`src/rtl/uart_param_top.sv`:
```
// Parametrised UART: 5..8 data bits, optional parity, 1 or 2 stop bits, runtime baud divisor,
// 16x oversampled receiver with false-start rejection, sticky error flags and TX/RX FIFOs.
module uart_param_fifo #(
   parameter int W     = 8,
   parameter int DEPTH = 16
) (
   input  logic         clk,
   input  logic         rst,
   input  logic         wr,
   input  logic [W-1:0] wr_data,
   input  logic         rd,
   output logic [W-1:0] rd_data,
   output logic         full,
   output logic         empty
);
   localparam int AW = $clog2(DEPTH);
   localparam logic [AW:0] FULL_CNT = (AW+1)'(DEPTH);

   logic [W-1:0]  mem_q [DEPTH];
   logic [AW-1:0] wr_ptr_q, wr_ptr_d, rd_ptr_q, rd_ptr_d;
   logic [AW:0]   count_q, count_d;
   logic          wr_en, rd_en;

   always_comb begin
      full     = (count_q == FULL_CNT);
      empty    = (count_q == '0);
      wr_en    = wr & ~full;
      rd_en    = rd & ~empty;
      wr_ptr_d = wr_en ? wr_ptr_q + AW'(1) : wr_ptr_q;
      rd_ptr_d = rd_en ? rd_ptr_q + AW'(1) : rd_ptr_q;
      count_d  = count_q;
      if (wr_en && !rd_en) count_d = count_q + (AW+1)'(1);
      else if (rd_en && !wr_en) count_d = count_q - (AW+1)'(1);
      // Show-ahead head reads as zero while empty so the output is defined after reset.
      rd_data  = empty ? '0 : mem_q[rd_ptr_q];
   end

   always_ff @(posedge clk or posedge rst) begin
      if (rst) begin
         wr_ptr_q <= '0;
         rd_ptr_q <= '0;
         count_q  <= '0;
      end else begin
         wr_ptr_q <= wr_ptr_d;
         rd_ptr_q <= rd_ptr_d;
         count_q  <= count_d;
      end
   end

   always_ff @(posedge clk) begin
      if (wr_en) mem_q[wr_ptr_q] <= wr_data;
   end
endmodule

module uart_param_top #(
   parameter int DATA_BITS  = 8,
   parameter int FIFO_DEPTH = 16,
   parameter int PARITY_EN  = 0,
   parameter int PARITY_ODD = 0,
   parameter int STOP_BITS  = 1,
   parameter int DIV_WIDTH  = 16
) (
   input  logic                 clk,
   input  logic                 rst,
   input  logic [DIV_WIDTH-1:0] baud_div,
   output logic                 tx,
   input  logic                 rx,
   input  logic [DATA_BITS-1:0] tx_wr_data,
   input  logic                 tx_wr,
   output logic                 tx_full,
   output logic                 tx_done,
   output logic [DATA_BITS-1:0] rx_rd_data,
   output logic                 rx_valid,
   input  logic                 rx_rd,
   output logic                 parity_err,
   output logic                 frame_err,
   output logic                 overrun,
   input  logic                 err_clr
);
   typedef enum logic [2:0] {S_IDLE, S_START, S_DATA, S_PARITY, S_STOP} state_t;

   localparam logic [2:0] LAST_DATA = 3'(DATA_BITS - 1);
   localparam logic [2:0] LAST_STOP = 3'(STOP_BITS - 1);
   localparam logic       ODD       = (PARITY_ODD != 0);
   localparam logic       PAR       = (PARITY_EN != 0);

   // ---------------- transmitter ----------------
   state_t                tx_state_q, tx_state_d;
   logic [DIV_WIDTH-1:0]  tx_div_q, tx_div_d, tx_lat_q, tx_lat_d;
   logic [3:0]            tx_tick_q, tx_tick_d;
   logic [2:0]            tx_bit_q, tx_bit_d;
   logic [DATA_BITS-1:0]  tx_sh_q, tx_sh_d, tx_head;
   logic                  tx_par_q, tx_par_d, tx_q, tx_d, tx_done_q, tx_done_d;
   logic                  tx_tick, tx_bit_end, tx_pop, tx_empty;

   uart_param_fifo #(.W(DATA_BITS), .DEPTH(FIFO_DEPTH)) u_tx_fifo (
      .clk(clk), .rst(rst), .wr(tx_wr), .wr_data(tx_wr_data), .rd(tx_pop),
      .rd_data(tx_head), .full(tx_full), .empty(tx_empty)
   );

   always_comb begin
      tx_state_d = tx_state_q;
      tx_lat_d   = tx_lat_q;
      tx_bit_d   = tx_bit_q;
      tx_sh_d    = tx_sh_q;
      tx_par_d   = tx_par_q;
      tx_pop     = 1'b0;
      tx_done_d  = 1'b0;
      tx_tick    = (tx_div_q == tx_lat_q);
      tx_bit_end = tx_tick && (tx_tick_q == 4'd15);
      tx_div_d   = tx_tick ? '0 : tx_div_q + DIV_WIDTH'(1);
      tx_tick_d  = tx_tick ? tx_tick_q + 4'd1 : tx_tick_q;
      case (tx_state_q)
         S_IDLE: begin
            tx_div_d  = '0;
            tx_tick_d = '0;
            tx_pop    = !tx_empty;
         end
         S_START: if (tx_bit_end) begin
            tx_state_d = S_DATA;
            tx_bit_d   = '0;
         end
         S_DATA: if (tx_bit_end) begin
            tx_sh_d  = tx_sh_q >> 1;
            tx_bit_d = tx_bit_q + 3'd1;
            if (tx_bit_q == LAST_DATA) begin
               tx_state_d = PAR ? S_PARITY : S_STOP;
               tx_bit_d   = '0;
            end
         end
         S_PARITY: if (tx_bit_end) begin
            tx_state_d = S_STOP;
            tx_bit_d   = '0;
         end
         S_STOP: if (tx_bit_end) begin
            tx_bit_d = tx_bit_q + 3'd1;
            if (tx_bit_q == LAST_STOP) begin
               tx_done_d  = 1'b1;
               tx_state_d = S_IDLE;
               tx_pop     = !tx_empty;
            end
         end
         default: tx_state_d = S_IDLE;
      endcase
      // A pop always starts a frame, either from idle or straight out of the last stop bit.
      if (tx_pop) begin
         tx_state_d = S_START;
         tx_sh_d    = tx_head;
         tx_par_d   = (^tx_head) ^ ODD;
         tx_lat_d   = baud_div;
         tx_div_d   = '0;
         tx_tick_d  = '0;
         tx_bit_d   = '0;
      end
      tx_d = 1'b1;
      case (tx_state_q)
         S_START:  tx_d = 1'b0;
         S_DATA:   tx_d = tx_sh_q[0];
         S_PARITY: tx_d = tx_par_q;
         default:  tx_d = 1'b1;
      endcase
   end

   always_ff @(posedge clk or posedge rst) begin
      if (rst) begin
         tx_state_q <= S_IDLE;
         tx_div_q   <= '0;
         tx_lat_q   <= '0;
         tx_tick_q  <= '0;
         tx_bit_q   <= '0;
         tx_sh_q    <= '0;
         tx_par_q   <= 1'b0;
         tx_q       <= 1'b1;
         tx_done_q  <= 1'b0;
      end else begin
         tx_state_q <= tx_state_d;
         tx_div_q   <= tx_div_d;
         tx_lat_q   <= tx_lat_d;
         tx_tick_q  <= tx_tick_d;
         tx_bit_q   <= tx_bit_d;
         tx_sh_q    <= tx_sh_d;
         tx_par_q   <= tx_par_d;
         tx_q       <= tx_d;
         tx_done_q  <= tx_done_d;
      end
   end

   assign tx      = tx_q;
   assign tx_done = tx_done_q;

   // ---------------- receiver ----------------
   state_t                rx_state_q, rx_state_d;
   logic [DIV_WIDTH-1:0]  rx_div_q, rx_div_d, rx_lat_q, rx_lat_d;
   logic [3:0]            rx_tick_q, rx_tick_d;
   logic [2:0]            rx_bit_q, rx_bit_d;
   logic [DATA_BITS-1:0]  rx_sh_q, rx_sh_d;
   logic                  rx_s1_q, rx_s2_q, rx_s3_q;
   logic                  rx_serr_q, rx_serr_d, rx_pbad_q, rx_pbad_d;
   logic                  perr_q, perr_d, ferr_q, ferr_d, ovr_q, ovr_d;
   logic                  rx_tick, rx_sample, rx_fall, rx_push, rx_full, rx_empty;
   logic                  set_perr, set_ferr, set_ovr;

   uart_param_fifo #(.W(DATA_BITS), .DEPTH(FIFO_DEPTH)) u_rx_fifo (
      .clk(clk), .rst(rst), .wr(rx_push), .wr_data(rx_sh_q), .rd(rx_rd),
      .rd_data(rx_rd_data), .full(rx_full), .empty(rx_empty)
   );

   always_comb begin
      rx_state_d = rx_state_q;
      rx_lat_d   = rx_lat_q;
      rx_bit_d   = rx_bit_q;
      rx_sh_d    = rx_sh_q;
      rx_serr_d  = rx_serr_q;
      rx_pbad_d  = rx_pbad_q;
      rx_push    = 1'b0;
      set_perr   = 1'b0;
      set_ferr   = 1'b0;
      set_ovr    = 1'b0;
      rx_fall    = rx_s3_q & ~rx_s2_q;
      rx_tick    = (rx_div_q == rx_lat_q);
      // Every decision is taken at mid-bit, so state changes land 16 ticks apart.
      rx_sample  = rx_tick && (rx_tick_q == 4'd7);
      rx_div_d   = rx_tick ? '0 : rx_div_q + DIV_WIDTH'(1);
      rx_tick_d  = rx_tick ? rx_tick_q + 4'd1 : rx_tick_q;
      case (rx_state_q)
         S_IDLE: begin
            rx_div_d  = '0;
            rx_tick_d = '0;
            if (rx_fall) begin
               rx_state_d = S_START;
               rx_lat_d   = baud_div;
            end
         end
         S_START: if (rx_sample) begin
            rx_state_d = rx_s2_q ? S_IDLE : S_DATA;
            rx_bit_d   = '0;
            rx_serr_d  = 1'b0;
            rx_pbad_d  = 1'b0;
         end
         S_DATA: if (rx_sample) begin
            rx_sh_d  = {rx_s2_q, rx_sh_q[DATA_BITS-1:1]};
            rx_bit_d = rx_bit_q + 3'd1;
            if (rx_bit_q == LAST_DATA) begin
               rx_state_d = PAR ? S_PARITY : S_STOP;
               rx_bit_d   = '0;
            end
         end
         S_PARITY: if (rx_sample) begin
            rx_pbad_d  = rx_s2_q ^ (^rx_sh_q) ^ ODD;
            rx_state_d = S_STOP;
            rx_bit_d   = '0;
         end
         S_STOP: if (rx_sample) begin
            rx_bit_d = rx_bit_q + 3'd1;
            if (rx_bit_q == LAST_STOP) begin
               rx_state_d = S_IDLE;
               if (rx_serr_q || !rx_s2_q) set_ferr = 1'b1;
               else if (rx_pbad_q)        set_perr = 1'b1;
               else if (rx_full)          set_ovr  = 1'b1;
               else                       rx_push  = 1'b1;
            end else begin
               rx_serr_d = rx_serr_q | ~rx_s2_q;
            end
         end
         default: rx_state_d = S_IDLE;
      endcase
      perr_d = set_perr | (perr_q & ~err_clr);
      ferr_d = set_ferr | (ferr_q & ~err_clr);
      ovr_d  = set_ovr  | (ovr_q  & ~err_clr);
   end

   always_ff @(posedge clk or posedge rst) begin
      if (rst) begin
         rx_state_q <= S_IDLE;
         rx_div_q   <= '0;
         rx_lat_q   <= '0;
         rx_tick_q  <= '0;
         rx_bit_q   <= '0;
         rx_sh_q    <= '0;
         rx_s1_q    <= 1'b1;
         rx_s2_q    <= 1'b1;
         rx_s3_q    <= 1'b1;
         rx_serr_q  <= 1'b0;
         rx_pbad_q  <= 1'b0;
         perr_q     <= 1'b0;
         ferr_q     <= 1'b0;
         ovr_q      <= 1'b0;
      end else begin
         rx_state_q <= rx_state_d;
         rx_div_q   <= rx_div_d;
         rx_lat_q   <= rx_lat_d;
         rx_tick_q  <= rx_tick_d;
         rx_bit_q   <= rx_bit_d;
         rx_sh_q    <= rx_sh_d;
         rx_s1_q    <= rx;
         rx_s2_q    <= rx_s1_q;
         rx_s3_q    <= rx_s2_q;
         rx_serr_q  <= rx_serr_d;
         rx_pbad_q  <= rx_pbad_d;
         perr_q     <= perr_d;
         ferr_q     <= ferr_d;
         ovr_q      <= ovr_d;
      end
   end

   assign rx_valid   = ~rx_empty;
   assign parity_err = perr_q;
   assign frame_err  = ferr_q;
   assign overrun    = ovr_q;
endmodule
```
`config.mk`:
```
export PLATFORM = sky130hd
export DESIGN_NAME = uart_param_top
export DESIGN_NICKNAME = d
export VERILOG_FILES = /design/src/rtl/uart_param_top.sv
export SDC_FILE = /design/constraint.sdc
export NUM_CORES = 1
export LEC_CHECK = 0
export BUFFER_PORTS_ARGS = -buffer_cell sky130_fd_sc_hd__buf_2
export CAP_MARGIN = 0
export CORE_UTILIZATION = 55
export CTS_CLUSTER_DIAMETER = 50
export DETAILED_ROUTE_END_ITERATION = 8
export GPL_TIMING_DRIVEN = 0
export HOLD_SLACK_MARGIN = 0.05
export PLACE_DENSITY = 0.72
export SETUP_SLACK_MARGIN = 0.05
export SLEW_MARGIN = 0
export SYNTH_ARGS = -nofsm -noshare
export SYNTH_HDL_FRONTEND = slang
export SYNTH_SLANG_ARGS = --single-unit
```
`constraint.sdc`:
```
create_clock -name clk -period 6 [get_ports clk]
set_clock_uncertainty 0.2 [all_clocks]
set_input_delay 0.9 -clock clk [delete_from_list [all_inputs] [get_ports clk]]
set_output_delay 0.9 -clock clk [all_outputs]
set_load 0.05 [all_outputs]
```
==> out/summary.txt <==
post-synthesis cell count -> 1112
# resized after CTS -> 0
Reg clk slew, reported paths -> 0.06 ns
Final Power -> 0.00726 W
Port Buffers -> 44
hold_sp -> rx_s1_q
Fmax -> 0.216 GHz
Max Root-Sink Buffers -> 3
Tcrit/Tclk final -> 77.1%
final wirelength -> 32.2 mm
hold path depth -> 0
status -> finished, final reports clean
mux cell area share after synthesis -> 11.2%
area share of fa/ha/maj cells after synthesis -> 2.30%
commonest non-fill, non-tap cells in the layout -> edfxtp_1, dfrtp_1, nand2_1
CP Cell Sequence -> clkbuf_1 > buf_1 > mux4_2 > mux4_2 > and2_1 > buf_2
Ports -> 45
most common cell after layout, fill and taps aside -> edfxtp_1
Die H -> 178 um
grt total ovfl -> 0
initial DRC count -> 604
CTS tree -> yes
number of flops mapped to enable cells by yosys -> 256
Critical Path AT -> 3.53 ns
Yosys reg bits -> 393
Area Overhead vs Synth -> 12.9%
Sw Share -> 26.9%
post-synthesis sequential area ratio -> 65.6%
CP most frequent cell -> mux4_2
Hold Crit Class -> reg2reg
crit path max fanout -> 10
standard-cell row count -> 63
Post-synth top flop -> edfxtp_1
DRT Pass-1 Iters -> 5
syn avg cell area -> 15.2 um2
Mapped Area -> 0.0170 mm2
# Post-CTS Setup Buffers -> 0
crit start category -> register
CP max stage cell -> buf_1
WP data required -> 4.90 ns
Slew Viols, Final -> 0
Num CTS Buffers -> 43
post-synthesis compound-gate area fraction -> 5.02%
Pwr Density -> 380 mW/mm2
Sw Pwr -> 0.00195 W
Die X-Extent -> 178 um
xor/xnor share of the synthesized area -> 4.81%
final-report setup violation count -> 0
Critical Path End Type -> output pin
RSZ-0062 raised after global routing -> no
Antenna Cells -> 0
Max-cap violations -> 0
Core Area -> 0.0300 mm2
total track usage -> 21.7%
internal power consumption -> 0.00531 W
gpl congestion -> 0.800
# DRC -> 0
placed insts -> 1549
clk sinks -> 393
Synth Area in Simple Gates -> 8.95%
die area -> 0.0315 mm2
Net Count, Synth -> 1172
warnings from Yosys -> 0
minimum clock period -> 4.63 ns
cts hold-fix bufs -> 0
RR Startpoint -> rx_div_q[13]
clk_lat worst skew -> 0.54 ns
share of layout cells above drive strength 1 -> 19.3%
Worst Setup SP -> u_rx_fifo.rd_ptr_q[0]
worst stage delay on the critical path -> 0.75 ns
ys async rst share -> 34.9%
Gate power share -> 18.4%
vias -> 9428
largest family of logic cells by synthesized area -> multiplexers
fin nets -> 1264
Final Non-Filler Cells -> 1629
via/cell ratio -> 5.79
HPWL after detailed placement -> 21.5 mm
initial antenna violation count -> 0
WS Path Type -> reg2out
drt wl/cell -> 19.8 um
vias in the first global route -> 9656
Worst Max-Slew Pin Slew -> 1.27 ns
Starting Density -> 56.6%
Synth cell types -> 65
leakage -> 6.86 nW
Reg power frac -> 46.1%
largest net degree at the start of global routing -> 81
Hold Fails Final Rpt -> 0
Reg2Reg Depth -> 15
antenna viol nets, final -> 0
first-pass GRT wire length -> 52.7 mm
Clock power frac -> 35.5%
Root Buffer -> clkbuf_16
slew margin rel. -> 14.7%
Max IR drop VDD -> 0.311 mV
H-tree depth -> 2
[worst max-delay path: cells and delay by family, from the launching register on]
family | cells | cell delay [ns]
flops | 1 | 0.35
simple gates | 1 | 0.17
mux | 2 | 1.13
buf+inv | 3 | 1.35
[cell type report]
class                           instances  area (um2)
Clock inverter                         22         211
Multi-Input combinational cell        643        5500
Clock buffer                           58        1190
Fill cell                            2162       10800
Inverter                               25        98.8
Sequential cell                       393       11100
Tap cell                              390         488
Buffer                                 51         258
Timing Repair Buffer                   47         263
[state kept, by name, indices dropped and copies added (netlist names), 8 cells and up]
name             cells
tx_lat_q            16
tx_sh_q              8
u_rx_fifo.mem_q    128
u_tx_fifo.mem_q    128
tx_div_q            16
rx_lat_q            16
rx_sh_q              8
rx_div_q            16
[power by group through the flow]
stage	logic (W)	clock network, W	registers (W)
after floorplan	0.00104	0	0.00335
after detailed placement	0.00134	0	0.00339
after global placement	0.00131	0	0.00339
after global routing	0.00147	0.00273	0.00338
final	0.00134	0.00258	0.00335
after CTS	0.00135	0.00262	0.00335
[layer usage]
layer | vias up | part of all wire, % | track usage, %
li1 | 4386 | - | -
met1 | 4774 | 44 | 29.8
met2 | 210 | 50 | 36.5
met3 | 58 | 3.9 | 2.83
met4 | 0 | 2.4 | 6.34
met5 | - | 0 | 0
[synth_stat cells (6+ instances only)]
cell type  instances  area share [%]
xor2_1            19            0.98
buf_2              8            0.24
nor3_1            16            0.47
a221o_1            7            0.41
buf_6              6            0.40
and3_1             8            0.30
a21oi_1           19            0.56
nor2_1            66             1.5
dfrtp_1          133              20
clkbuf_1          26            0.58
nand2_1           88             1.9
ha_1              28             2.1
nand3_1           21            0.62
mux2_2            27             1.8
o21a_1             7            0.31
edfxtp_1         256              45
inv_1             23            0.51
a21o_1             6            0.27
o21ai_0           27            0.80
a22o_1             7            0.36
nand2b_1           8            0.30
buf_1              8            0.18
mux2i_1           34             2.0
a221oi_1          16            0.83
mux4_2            56             7.4
xnor2_1           74             3.8
nand4_1           18            0.66
and2_1            14            0.52
[kinds of logic after synthesis]
kind of cell               count (synthesis)
muxes                                    117
and+or+nand+nor                          283
buffers and inverters                     76
DFF                                      393
xor gates and xnor gates                  93
AOI/OAI and AO/OA                        120
adders and majority gates                 30
[through the flow]
stage          hold WS, ns  setup TNS, ns  cell area [um2]  utilization (%)  setup slack [ns]
2_1_floorplan        0.145              0            17000                -              1.24
3_3_place_gp         0.147         -58.16            17700             59.0            -0.448
3_5_place_dp         0.147              0            17700             59.2              1.67
4_1_cts              0.156              0            19100             63.8              1.29
5_1_grt              0.160              0            19100             63.9              1.12
6_report             0.155              0            19100             63.9              1.37
[path summary, 6_finish.rpt]
path,to,slack (ns)
max in group asynchronous,rx_s3_q,4.55
min,rx_s2_q,0.15
max,rx_rd_data[2],1.37
min in group asynchronous,tx_div_q[12],0.24
max reg2reg,u_rx_fifo.count_q[4],1.66
min reg2reg,rx_s2_q,0.15
Power figures use the tool's default switching activity.
